`config.mk`:
```
export PLATFORM = sky130hd
export DESIGN_NAME = fifo_wptr_full_prog
export DESIGN_NICKNAME = d
export VERILOG_FILES = /design/src/rtl/fifo_pkg.sv /design/src/rtl/fifo_gray2bin.sv /design/src/rtl/fifo_wptr_full_prog.sv
export SDC_FILE = /design/constraint.sdc
export NUM_CORES = 1
export LEC_CHECK = 0
export BUFFER_PORTS_ARGS = -buffer_cell sky130_fd_sc_hd__buf_2
export CORE_MARGIN = 3
export CORE_UTILIZATION = 50
export DETAILED_ROUTE_END_ITERATION = 7
export PLACE_DENSITY_LB_ADDON = 0.3
export RECOVER_POWER = 100
export SKIP_CTS_REPAIR_TIMING = 1
export SLEW_MARGIN = 20
export SYNTH_ARGS = -nofsm -noshare
export SYNTH_HDL_FRONTEND = slang
export SYNTH_SLANG_ARGS = --single-unit
```
`constraint.sdc`:
```
create_clock -name wclk -period 3.6 [get_ports wclk]
set_input_delay 0.72 -clock wclk [delete_from_list [all_inputs] [get_ports wclk]]
set_output_delay 0.72 -clock wclk [all_outputs]
set_load 0.01 [all_outputs]
```
`src/rtl/fifo_pkg.sv`:
```
// Shared constants and Gray/binary helpers for the dual-clock Gray-pointer FIFO.
// Used by both the write-side full block and the read-side empty block.
package fifo_pkg;

    // Widest pointer the helper functions handle; callers truncate the result.
    localparam int unsigned FIFO_PTR_MAXW = 32;

    // Number of words for a given address width.
    function automatic int unsigned fifo_depth(input int unsigned addrsize);
        return 32'd1 << addrsize;
    endfunction

    // Binary to reflected Gray code; zero-extended inputs stay correct.
    function automatic logic [FIFO_PTR_MAXW-1:0] bin2gray(input logic [FIFO_PTR_MAXW-1:0] b);
        return b ^ (b >> 1);
    endfunction

    // Gray to binary: each bit is the XOR of all Gray bits at or above it.
    function automatic logic [FIFO_PTR_MAXW-1:0] gray2bin(input logic [FIFO_PTR_MAXW-1:0] g);
        logic [FIFO_PTR_MAXW-1:0] b;
        b = '0;
        b[FIFO_PTR_MAXW-1] = g[FIFO_PTR_MAXW-1];
        for (int i = FIFO_PTR_MAXW-2; i >= 0; i--) begin
            b[i] = b[i+1] ^ g[i];
        end
        return b;
    endfunction

endpackage

```
`src/rtl/fifo_gray2bin.sv`:
```
// Combinational Gray-to-binary converter of parametrised width.
// Bit i of the result is the XOR-reduction of Gray bits W-1 down to i.
module fifo_gray2bin #(
    parameter int W = 5
) (
    input  logic [W-1:0] i_gray,
    output logic [W-1:0] o_bin
);

    // Prefix XOR from the MSB down, one reduction per output bit.
    for (genvar gi = 0; gi < W; gi++) begin : g_bit
        assign o_bin[gi] = ^i_gray[W-1:gi];
    end

endmodule

```
`src/rtl/fifo_wptr_full_prog.sv`:
```
// Write-side pointer and flag generator for the dual-clock Gray FIFO.
// Provides a programmable almost-full threshold, a registered fill level and,
// when FIFO_WPTR_OVF_EN is defined, a sticky overflow flag with clear input.
module fifo_wptr_full_prog
    import fifo_pkg::*;
#(
    parameter int ADDRSIZE  = 4,
    parameter int AFULL_RST = (1 << ADDRSIZE) - 2
) (
    input  logic                wclk,
    input  logic                wrst,
    input  logic                winc,
    input  logic [ADDRSIZE:0]   wq2_rptr,
    input  logic [ADDRSIZE:0]   afull_thr,
    input  logic                afull_ld,
`ifdef FIFO_WPTR_OVF_EN
    input  logic                wovf_clr,
`endif
    output logic [ADDRSIZE-1:0] waddr,
    output logic [ADDRSIZE:0]   wptr,
    output logic                wen,
    output logic                wfull,
    output logic                awfull,
    output logic [ADDRSIZE:0]   wlevel,
    output logic                wovf
);

    localparam int PW = ADDRSIZE + 1;

    logic [PW-1:0] r_wbin;
    logic [PW-1:0] r_wptr;
    logic          r_wfull;
    logic          r_awfull;
    logic [PW-1:0] r_wlevel;
    logic [PW-1:0] r_thr;

    logic [PW-1:0] w_rbin;
    logic          w_wen;
    logic [PW-1:0] w_wbinnext;
    logic [PW-1:0] w_wgraynext;
    logic [PW-1:0] w_levnext;
    logic [PW-1:0] w_rptr_full;
    logic          w_full_next;
    logic          w_afull_next;

    // Synchronised read pointer back to binary for level arithmetic.
    fifo_gray2bin #(.W(PW)) u_rptr_g2b (
        .i_gray (wq2_rptr),
        .o_bin  (w_rbin)
    );

    assign w_wen       = winc & ~r_wfull;
    assign w_wbinnext  = r_wbin + PW'(w_wen);
    assign w_wgraynext = PW'(bin2gray(FIFO_PTR_MAXW'(w_wbinnext)));
    // Level wraps modulo 2^PW, which keeps it correct across pointer wrap.
    assign w_levnext   = w_wbinnext - w_rbin;
    // Full when the write pointer equals the read pointer with the top two Gray bits inverted.
    assign w_rptr_full  = {~wq2_rptr[ADDRSIZE:ADDRSIZE-1], wq2_rptr[ADDRSIZE-2:0]};
    assign w_full_next  = (w_wgraynext == w_rptr_full);
    assign w_afull_next = (w_levnext >= r_thr);

    // Pointer, level, flag and threshold registers.
    always_ff @(posedge wclk) begin
        if (wrst) begin
            r_wbin   <= '0;
            r_wptr   <= '0;
            r_wfull  <= 1'b0;
            r_awfull <= (AFULL_RST == 0);
            r_wlevel <= '0;
            r_thr    <= PW'(AFULL_RST);
        end else begin
            r_wbin   <= w_wbinnext;
            r_wptr   <= w_wgraynext;
            r_wfull  <= w_full_next;
            r_awfull <= w_afull_next;
            r_wlevel <= w_levnext;
            // New threshold is seen by awfull from the following edge on.
            if (afull_ld) begin
                r_thr <= afull_thr;
            end
        end
    end

`ifdef FIFO_WPTR_OVF_EN
    logic r_wovf;

    // Sticky overflow: a write attempt while full; a new set beats a clear.
    always_ff @(posedge wclk) begin
        if (wrst) begin
            r_wovf <= 1'b0;
        end else begin
            r_wovf <= (r_wovf & ~wovf_clr) | (winc & r_wfull);
        end
    end

    assign wovf = r_wovf;
`else
    assign wovf = 1'b0;
`endif

    assign waddr  = r_wbin[ADDRSIZE-1:0];
    assign wptr   = r_wptr;
    assign wen    = w_wen;
    assign wfull  = r_wfull;
    assign awfull = r_awfull;
    assign wlevel = r_wlevel;

endmodule
```
==> parameters.txt <==
Parameter                              Value

Die
  Die X    ~53 um
  Ports    32
  Die Outline Area    ~2800 sq um
  Row count    16
  Area inside the core boundary    between 2000 and 2500 sq um
  Starting Density    53.90%
  Die span in y    roughly 53 um

Drt
  Total routed wirelength    approximately 2000 um
  ANT nets after route    0
  Via count of the routed design    around 820
  Detailed-router iteration count before antenna repair    4
  Wirelength per Cell    11.54 um
  DRC errors left    0
  Post-detailed-route via-to-cell ratio    between 4 and 5
  Number of violations reported at the end of detailed-routing iteration 0    8

Place
  Number of buffer cells added on primary ports    30
  Hpwl dp    1568 um
  Final weighted congestion in routability-driven placement    about 0.78
  Post-place setup slack    180.2 ps

Worst setup path
  Most prevalent standard cell on the critical path    sky130_fd_sc_hd__xnor2_1
  Reg2reg path depth    10
  Ordered list of cells on the worst path    clkbuf_1, xnor2_1, xor2_1, xor2_1, xnor2_1, ha_1, fa_1, inv_1, a21o_1, a21oi_1, xnor2_1, ha_1, nor2_1, a211oi_1
  CP Data Arrival Time    3320 ps
  Crit Path Category    in2reg
  Crit path capture type    flop
  Worst endpoint required time    ~3800 ps
  Flop-to-flop setup slack    730 ps
  Critical path fanouts, max    3
  Nature of the critical path startpoint    input port
  Endpoint of the lowest-slack register-to-register path    awfull$_SDFF_PP0_
  Critical Path Max Stage Delay    about 400 ps
  Slowest stage cell on the critical path    sky130_fd_sc_hd__fa_1
  Critical register-to-register path startpoint    r_wbin[0]$_SDFF_PP0_

Job
  Maxcap violations    0

Power and ir drop
  Leak    0.6072 nW
  Switching Share    32.41%
  Logic pwr share    between 30 and 40%
  Max IR drop VDD    0.2314 mV
  Clock share of power    between 10% and 20%
  Flop pwr share    roughly 47%
  Switching power    between 0.15 and 0.2 mW
  Total power per unit cell area    463.4 nW/um^2
  Total internal power    a little under 0.4 mW

Global routing
  Largest net degree at the start of global routing    16
  GRT Util Overall    between 10% and 20%
  Total congestion overflow    0
  Vias in the first global route    between 700 and 800
  Antenna violations before repair    0
  Wire length of the first global-routing pass    3132 um

Worst hold path
  Endpoint with the worst hold slack    r_thr[1]$_SDFFE_PP1P_
  Worst Hold Depth    2
  Worst hold start    r_thr[1]$_SDFFE_PP1P_
  Classification of the worst-slack hold path    reg2reg

STA
  Pins over their slew limit    0
  Unrepaired setup endpoints after global routing    false
  Final setup vio count    0
  Largest clock skew in the final design    about 4.5 ps
  Final critical-path setup slack    451.9 ps
  Time the final worst path needs with I/O delays and setup    approximately 3100 ps
  Post-route fraction of the period consumed by the critical path    approximately 90%
  Max-slew headroom    roughly 54%
  Transition time of the tightest slew-check pin    about 680 ps
  Final-report hold violation count    0
  Sum of negative setup slack    0 ps
  Maximum frequency from static timing analysis    ~320 MHz

Yosys
  Synth cell count leaders    sky130_fd_sc_hd__dfxtp_1, sky130_fd_sc_hd__nor2_1, sky130_fd_sc_hd__inv_1, sky130_fd_sc_hd__xnor2_1, sky130_fd_sc_hd__ha_1
  Share of flip-flops with an asynchronous set or reset    0%
  Share of synthesized area occupied by flip-flops and latches    approximately 39%
  Most frequently used flop master after synthesis    sky130_fd_sc_hd__dfxtp_1
  YS warnings    0
  Top post-synthesis cells by area    sky130_fd_sc_hd__dfxtp_1, sky130_fd_sc_hd__ha_1, sky130_fd_sc_hd__xnor2_1
  Post-synth design cell area    1090 sq um
  Leading cell type by number of instances after synthesis    sky130_fd_sc_hd__dfxtp_1
  Post-synth top area cell    sky130_fd_sc_hd__dfxtp_1
  Number of nets in the synthesized netlist    approximately 140
  Share of the synthesized area in the top cell type    about two fifths
  FF+latch count, synth    21
  Number of instances in the synthesized netlist    113
  Syn avg cell area    9.644 sq um
  Unique masters post-synth    27
  Count of flip-flops with a built-in enable after synthesis    0

Clock tree
  TritonCTS clock tree    yes
  Insertion delay of the later-clocked pin in the worst-skew pair    310 ps
  Clock tree root buffer cell    sky130_fd_sc_hd__clkbuf_4
  Clock edge transition at the registers on the reported setup and hold paths    between 100 and 150 ps
  Max H-tree Level    1
  Number of buffers inserted during clock tree synthesis    3
  Maximum clock path buffer count    2
  Number of sinks driven by the clock tree    21

Final layout
  Area added between synthesis and finish    13.66%
  Fraction of final layout cells with drive strength greater than 1    about a tenth
  Layout Nets    170
  Ant. Diodes    0

Run status
  Status    finished clean
[layer usage]
metal	track usage, %	vias up	wire length [um]	share of wire (%)
li1	-	422	-	-
met1	19.90	372	910	46
met2	24.17	22	900	46
met3	4.558	5	125	6.3
met4	7.660	0	37	1.9
met5	0	-	0	0
[area by class of cell]
cell class	count	area, sq um
Tap cell	27	33.78
Sequential cell	21	420.4
Fill cell	196	783.3
Clock buffer	3	22.52
Multi-Input combinational cell	78	590.6
Inverter	11	41.29
Clock inverter	1	5.005
Timing Repair Buffer	30	125.1
[cells by family (layout without fill, tap and decap cells)]
group,count (synthesis),in the layout,share of synthesized area [%]
flops,21,21,38.58
simple gates,32,32,14.12
mux,2,2,1.837
fa+ha+maj,11,11,13.32
compound gates,11,11,7.002
xor+xnor,21,21,19.63
other cells,1,1,0.3441
buf+inv,14,45,5.167
[power by group through the flow]
stage / combinational, mW / sequential [mW] / clock, mW
floorplan: 0.129 / 0.285 / 0
global placement: 0.192 / 0.272 / 0
detailed placement: 0.199 / 0.272 / 0
CTS: 0.202 / 0.267 / 0.118
global route: 0.222 / 0.270 / 0.129
finish: 0.192 / 0.267 / 0.114
[critical path, delay by kind of cell]
| family | cells | cell delay [ps] |
|---|---|---|
| buffers and inverters | 2 | 180 |
| XOR/XNOR | 5 | 1180 |
| AO/OA/AOI/OAI | 3 | 230 |
| AND/OR/NAND/NOR | 1 | 110 |
| adder cells (fa/ha/maj) | 3 | 900 |
[metrics by stage]
step / utilization, % / area (sq um) / std cells / hold WS (ps) / power [mW]
2_1_floorplan: - / 1090 / 113 / 460.4 / 0.4142
3_3_place_gp: 62.25 / 1259 / 167 / 475.0 / 0.4640
3_5_place_dp: 62.25 / 1259 / 167 / 482.3 / 0.4718
4_1_cts: 63.61 / 1286 / 171 / 505.6 / 0.5874
5_1_grt: 61.26 / 1239 / 171 / 524.9 / 0.6200
6_report: 61.26 / 1239 / 171 / 505.7 / 0.5741
[how the worst max path moves through the flow]
stage	startpoint	endpoint	slack, ps	depth (start not counted)
3_5_place_dp	wq2_rptr[4]	awfull$_SDFF_PP0_	180	14
4_1_cts	wq2_rptr[4]	awfull$_SDFF_PP0_	510	14
5_1_grt	wq2_rptr[4]	awfull$_SDFF_PP0_	310	14
6_report	wq2_rptr[4]	awfull$_SDFF_PP0_	450	14
3_3_place_gp	wq2_rptr[4]	awfull$_SDFF_PP0_	290	14
2_1_floorplan	wq2_rptr[4]	awfull$_SDFF_PP0_	590	13
[sequential cells by signal, summed over array words and instances, names as in the netlist]
register / flops
wptr: 4
r_wbin: 5
wlevel: 5
awfull: 1
r_thr: 5
wfull: 1
[placed cells by master, fill, tap and decap left out, types with 3 or more instances in the layout]
| cell type | instances |
|---|---|
| sky130_fd_sc_hd__ha_1 | 10 |
| sky130_fd_sc_hd__dfxtp_1 | 21 |
| sky130_fd_sc_hd__xor2_1 | 8 |
| sky130_fd_sc_hd__o211ai_1 | 3 |
| sky130_fd_sc_hd__clkbuf_1 | 20 |
| sky130_fd_sc_hd__a21oi_1 | 3 |
| sky130_fd_sc_hd__inv_1 | 11 |
| sky130_fd_sc_hd__xnor2_1 | 12 |
| sky130_fd_sc_hd__and3_1 | 3 |
| sky130_fd_sc_hd__nor2_1 | 15 |
| sky130_fd_sc_hd__nand2_1 | 3 |
| sky130_fd_sc_hd__buf_2 | 10 |
| sky130_fd_sc_hd__clkbuf_4 | 3 |
(Power assumes the default switching activity.)
